## src/rtl/anode_scanner.sv

```systemverilog
// Four-digit seven-segment refresh scanner with per-slot duty-cycle dimming and blanking.
// Every output is a flop; anode is computed from the pre-edge scan state.
module anode_scanner #(
    parameter int unsigned REFRESH_DIV = 100000
) (
    input  logic       clk,
    input  logic       rst_n,
    input  logic       en,
    input  logic       blank,
    input  logic [2:0] brightness,
    output logic [3:0] anode,
    output logic [1:0] digit_sel,
    output logic       tick
);

    localparam int unsigned SLOT = REFRESH_DIV / 8;
    localparam int unsigned CW   = $clog2(REFRESH_DIV);
    localparam logic [CW-1:0] CNT_MAX = CW'(REFRESH_DIV - 1);

    if (REFRESH_DIV < 8 || (REFRESH_DIV % 8) != 0) begin : g_bad_refresh_div
        $error("REFRESH_DIV must be >= 8 and a multiple of 8");
    end

    logic [CW-1:0] cnt_q;
    logic [1:0]    digit_q;
    logic [2:0]    bright_q;
    logic [CW:0]   thresh;
    logic          lit;

    // One bit wider than cnt so that bright_q == 7 yields exactly REFRESH_DIV.
    assign thresh = ((CW+1)'(bright_q) + (CW+1)'(1)) * (CW+1)'(SLOT);
    assign lit    = {1'b0, cnt_q} < thresh;

    always_ff @(posedge clk or negedge rst_n) begin
        if (!rst_n) begin
            cnt_q    <= '0;
            digit_q  <= 2'd0;
            bright_q <= 3'd7;
            anode    <= 4'b1111;
            tick     <= 1'b0;
        end else begin
            tick <= 1'b0;
            if (en) begin
                if (cnt_q == CNT_MAX) begin
                    cnt_q    <= '0;
                    digit_q  <= digit_q + 2'd1;
                    bright_q <= brightness;
                    tick     <= 1'b1;
                end else begin
                    cnt_q <= cnt_q + CW'(1);
                end
            end
            if (!blank && lit) begin
                anode <= ~(4'b0001 << digit_q);
            end else begin
                anode <= 4'b1111;
            end
        end
    end

    assign digit_sel = digit_q;

endmodule

```

## config.mk

```make
export PLATFORM = sky130hd
export DESIGN_NAME = anode_scanner
export DESIGN_NICKNAME = d
export VERILOG_FILES = /design/src/rtl/anode_scanner.sv
export SDC_FILE = /design/constraint.sdc
export NUM_CORES = 1
export LEC_CHECK = 0
export CORE_MARGIN = 2
export CORE_UTILIZATION = 55
export DETAILED_ROUTE_END_ITERATION = 10
export PLACE_DENSITY = 0.86
export SETUP_SLACK_MARGIN = 0.5
export SYNTH_ARGS = -nofsm -noshare
export SYNTH_HDL_FRONTEND = slang
export SYNTH_SLANG_ARGS = --single-unit
```

## constraint.sdc

```tcl
create_clock -name clk -period 7.2 [get_ports clk]
set_clock_uncertainty 0.2 [all_clocks]
set_input_delay 1.44 -clock clk [delete_from_list [all_inputs] [get_ports clk]]
set_output_delay 1.44 -clock clk [all_outputs]
set_load 0.02 [all_outputs]
```

==> After elaboration in Yosys (flattened, before gate mapping) <==
Cells that the tools add are included.
W data, S select, Z words.
{ "classes": {"shifts": 1, "mul": 1, "add_sub_neg": 3, "eq_ne": 1, "n_reduce_logical": 3, "magnitude_cmp": 1, "n_mux": 4, "n_bitwise": 1} }
{ "ops": {"columns": ["op", "n"], "rows": [
  ["$lt A17 B18 Y1", 1],
  ["$add A17 B1 Y17 const B", 1],
  ["$eq A17 B17 Y1 const B", 1],
  ["$mux W17", 1],
  ["$mul A4 B12 Y16 const B", 1],
  ["$add A3 B1 Y4 const B", 1],
  ["$mux W4", 1],
  ["$not A4 Y4", 1],
  ["$shl A1 B2 Y4 const A", 1],
  ["$add A2 B1 Y2 const B", 1],
  ["$mux W1", 2],
  ["$reduce_and A2 Y1", 1],
  ["$logic_and A1 B1 Y1", 1],
  ["$logic_not A1 Y1", 1]
]} }
{ "totals": {"reg_bits": 27, "output_inout_bits": 7, "elab_cells": 20} }

==> Depth between registers and ports, before layout <==
{ "depth": {"ltp_word": 5, "depth_mapped": 17} }

==> Worst setup path after synthesis <==
OpenSTA, ideal clock, no wires.
{ "synth_timing": {"path_type": "reg2reg", "startpoint": "reg bright_q[0]", "endpoint": "reg anode[1]", "arrival_ns": 3.593, "stages_incl_launch_ff": 17, "n_path_buf": 1, "setup_slack_ns": 3.322, "path_cell_list": "dfstp_2 -> buf_2 -> inv_1 -> ha_1 -> ha_1 -> ha_1 -> ha_1 -> a21oi_1 -> o21ai_0 -> a221oi_1 -> xor2_1 -> ha_1 -> nand4_1 -> nor2_1 -> a221oi_1 -> a21o_1 -> nand3b_1"} }
{ "synth_via": {"elab_chain_len": 5} }
{ "synth_lines": {"columns": ["element", "line", "text"], "rows": [
  ["start: declaration", "26", "logic [2:0] bright_q;"],
  ["start signal: assignment", "47", "bright_q <= brightness;"],
  ["$add A3 B1 Y4", "31", "assign thresh = ((CW+1)'(bright_q) + (CW+1)'(1)) * (CW+1)'(SLOT);"],
  ["$mul A4 B12 Y16", "31", null],
  ["$lt A17 B18 Y1", "32", "assign lit = {1'b0, cnt_q} < thresh;"],
  ["$logic_and A1 B1 Y1", "53", "if (!blank && lit) begin"],
  ["$mux W4", "53", null],
  ["end signal: assignment", "54", "anode <= ~(4'b0001 << digit_q);"],
  ["end: declaration", "11", "output logic [3:0] anode,"]
]} }
Every way passes these cells.
A chain may end at the register's enable or synchronous reset.

==> Final worst setup path <==
{ "layout_timing": {"startpoint": "reg bright_q[0]", "endpoint": "reg anode[0]"} }
Same word-level chain as after synthesis.

==> flow_summary.yaml <==
clocking:
  numClockSinks: 27
  clk_pin_slew_worst_paths_ps: 90
  ctsResizeCount: 0
  cts_hold_buffers: 0
  h-tree-depth: 1
  cts_tree: "done"
  clk_latency_ps: 270
  cts_setup_buffers: 0
  cts_root_buffer: "clkbuf_8"
  cts_buffer_depth: 2
  numCtsBuffers: 3
sta:
  hold-worst-slack_ps: 321
  rsz0062_at_grt: "false"
  fin_tns_setup_ps: 0
  slew_headroom_pct: 48.4
  fin_crit_sh_pct: 58.3
  finalSetupViolations: 0
  fmax_mhz: 238
  tightest_slew_ps: 767
  final-max-slew-violation-count: 0
  hold_viol_final: 0
  fin_crit_ps: 4200
layout:
  fillCellCount: 286
  diodes: 0
  final_common_cell: "ha_1"
  area_growth_pct: 10.7
  drive_gt1_share_pct: 7.34
  fin_nets: 260
  layout_common_cells: "34 x ha_1, 20 x dfrtp_1, 17 x xnor2_1, 13 x nand3_1, 13 x clkdlybuf4s50_1"
worst_setup_path:
  path_cells: "inv_1, ha_1, ha_1, ha_1, ha_1, a21oi_1, o21ai_0, a221oi_1, xor2_1, ha_1, nand4_1, nor2_1, a221oi_1, a21o_1, nand3b_1"
  critPathArrivalTime_ps: 4190
  required_ps: 7190
  cp_max_fo: 8
  crit_path_end_kind: "flip-flop"
  criticalPathCategory: "reg -> reg"
  slowest_delay_ps: 630
  slowest_stage: "dfstp_2"
  cp_top_family: "adder cells"
  cp_num_buf_inv: 1
  startpoint_type: "flip-flop"
  crit_path_frequent_cell: "ha_1"
logic_synthesis:
  synth_nets: 244
  synth_top_family_by_area: "adder cells"
  synth-edff-count: 0
  yosysUniqueCellTypes: 38
  mappedNetlistArea_sq_mm: 0.00204
  synth_warnings: 0
  synth_compound_area_share_pct: 8.70
  synth_mux_area_share_pct: 1.04
  synth_area_per_cell_sq_um: 10.1
  synth-seq-cells: 27
  ys_async_sr_fraction_pct: 100
  syn_inst: 203
  synth_simple_gate_area_share_pct: 19.2
  ys.flop_type: "dfrtp_1"
  seq_area_frac_synth_pct: 33.5
  synth-xor-area-share_pct: 13.5
  synthAdderAreaFrac_pct: 20.8
min_path:
  hp-class: "reg -> reg"
global_routing:
  grt_pass1_wl_um: 6870
  antenna_found_initial: 0
  grt_usage_pct: 20.8
  grt_max_degree: 28
  first_global_vias: 1508
  grt_overflow: 0
floorplan:
  num_io_pins: 14
  fp.dieH_um: 64.9
  fp.coreArea_sq_mm: 0.00361
  rows: 22
  start_util_pct: 56.6
  die_x_um: 64.9
  dieArea_sq_mm: 0.00422
routing:
  detail-route-antenna-nets: 0
  drt-wirelength-per-cell_um: 14.6
  vias: 1506
  vias_per_cell: 5.66
  first_iter_violations: 73
  drt_first_pass_iters: 4
  drc: 0
  finalWirelength_um: 3880
placement:
  dpl.hpwl_um: 3120
  place.gp.congestion: 0.872
  io_buffer_count: 13
power:
  power.density_mw_per_mm2: 141
  swShare_pct: 27.3
  finalPower_mw: 0.318
  p_sw_mw: 0.0869
  pwr-share-comb_pct: 15.7
  pwr-share-clk_pct: 25.8
  leakage_nw: 1.09
  ir_drop_v: 0.000176
  pwr-share-seq_pct: 58.5
  power.internal_mw: 0.231
run:
  maxCapViolCount: 0
run_status:
  status: "finished clean"
-- kinds of logic after synthesis --
kind of cell | Yosys count
buffers and inverters | 14
AND/OR/NAND/NOR | 68
XOR/XNOR | 29
multiplexers | 2
AO/OA/AOI/OAI | 29
flip-flops | 27
adder cells (fa/ha/maj) | 34
-- per-stage QoR --
| step | utilization (%) | cell area [sq um] | instances | setup WS (ps) |
|---|---|---|---|---|
| floorplan | - | 2040 | 203 | 3320 |
| detailed placement | 61.5 | 2220 | 262 | 3010 |
| global placement | 61.5 | 2220 | 262 | 3240 |
| global route | 62.7 | 2260 | 266 | 2770 |
| CTS | 62.7 | 2260 | 266 | 3000 |
| finish | 62.7 | 2260 | 266 | 3000 |
-- layer usage --
layer | global-route usage (%) | wire, um
met5 | 0 | 0
met4 | 4.26 | 29
met3 | 3.13 | 86
met2 | 36.6 | 1960
met1 | 27.1 | 1810
-- worst paths after layout --
check                                              from                   end  slack (ps)  cells after the start
worst max register to register  bright_q[0]$_DFFE_PN1P_    anode[0]$_DFF_PN1_        3000                     15
max in group asynchronous                         rst_n    anode[1]$_DFF_PN1_        5170                      2
worst max-delay path            bright_q[0]$_DFFE_PN1P_    anode[0]$_DFF_PN1_        3000                     15
min in group asynchronous                         rst_n  cnt_q[6]$_DFFE_PN0P_        1340                      2
worst min register to register     cnt_q[4]$_DFFE_PN0P_  cnt_q[4]$_DFFE_PN0P_         320                      1
worst min-delay path               cnt_q[4]$_DFFE_PN0P_  cnt_q[4]$_DFFE_PN0P_         320                      1
-- state kept, by name (all words and copies together), names as in the netlist --
signal,count
anode,4
bright_q,3
cnt_q,17
digit_sel,2
tick,1
-- layout make-up --
class	instances	area [sq um]	share of cell area, %
repair buffers	14	138	6.09
clock buffers	4	45.0	1.99
well taps	48	60.1	2.66
multi-input cells	162	1290	57.2
flip-flops and latches	27	684	30.3
inverters	11	41.3	1.83
-- cell usage after synthesis, types with 3 or more instances --
cell | count | area [sq um]
nand3_1 | 13 | 65.1
o21ai_0 | 9 | 45.0
xor2_1 | 10 | 87.6
a31oi_1 | 5 | 31.3
nand4_1 | 5 | 31.3
dfstp_2 | 7 | 184
nor4_1 | 3 | 18.8
nor2_1 | 11 | 41.3
nor2b_1 | 3 | 18.8
and3_1 | 8 | 50.1
nand3b_1 | 5 | 37.5
inv_1 | 11 | 41.3
a21oi_1 | 6 | 30.0
ha_1 | 34 | 425
dfrtp_1 | 20 | 500
xnor2_1 | 17 | 149
nand2_1 | 10 | 37.5
-- worst reg2reg max path: stages, from the launching register on --
cell,delay (ps)
dfstp_2,630
inv_1,150
ha_1,380
ha_1,320
ha_1,280
ha_1,350
a21oi_1,150
o21ai_0,160
a221oi_1,360
xor2_1,180
ha_1,250
nand4_1,90
nor2_1,60
a221oi_1,250
a21o_1,220
nand3b_1,100
-- power groups by stage --
stage               combinational (mW)  sequential (mW)  clock, mW
detailed placement              0.0497            0.189          0
global placement                0.0482            0.188          0
floorplan                       0.0357            0.183          0
global route                    0.0573            0.189     0.0906
finish                          0.0499            0.186     0.0820
CTS                             0.0502            0.186     0.0840
Note: power is estimated with default switching activity, not from simulation.
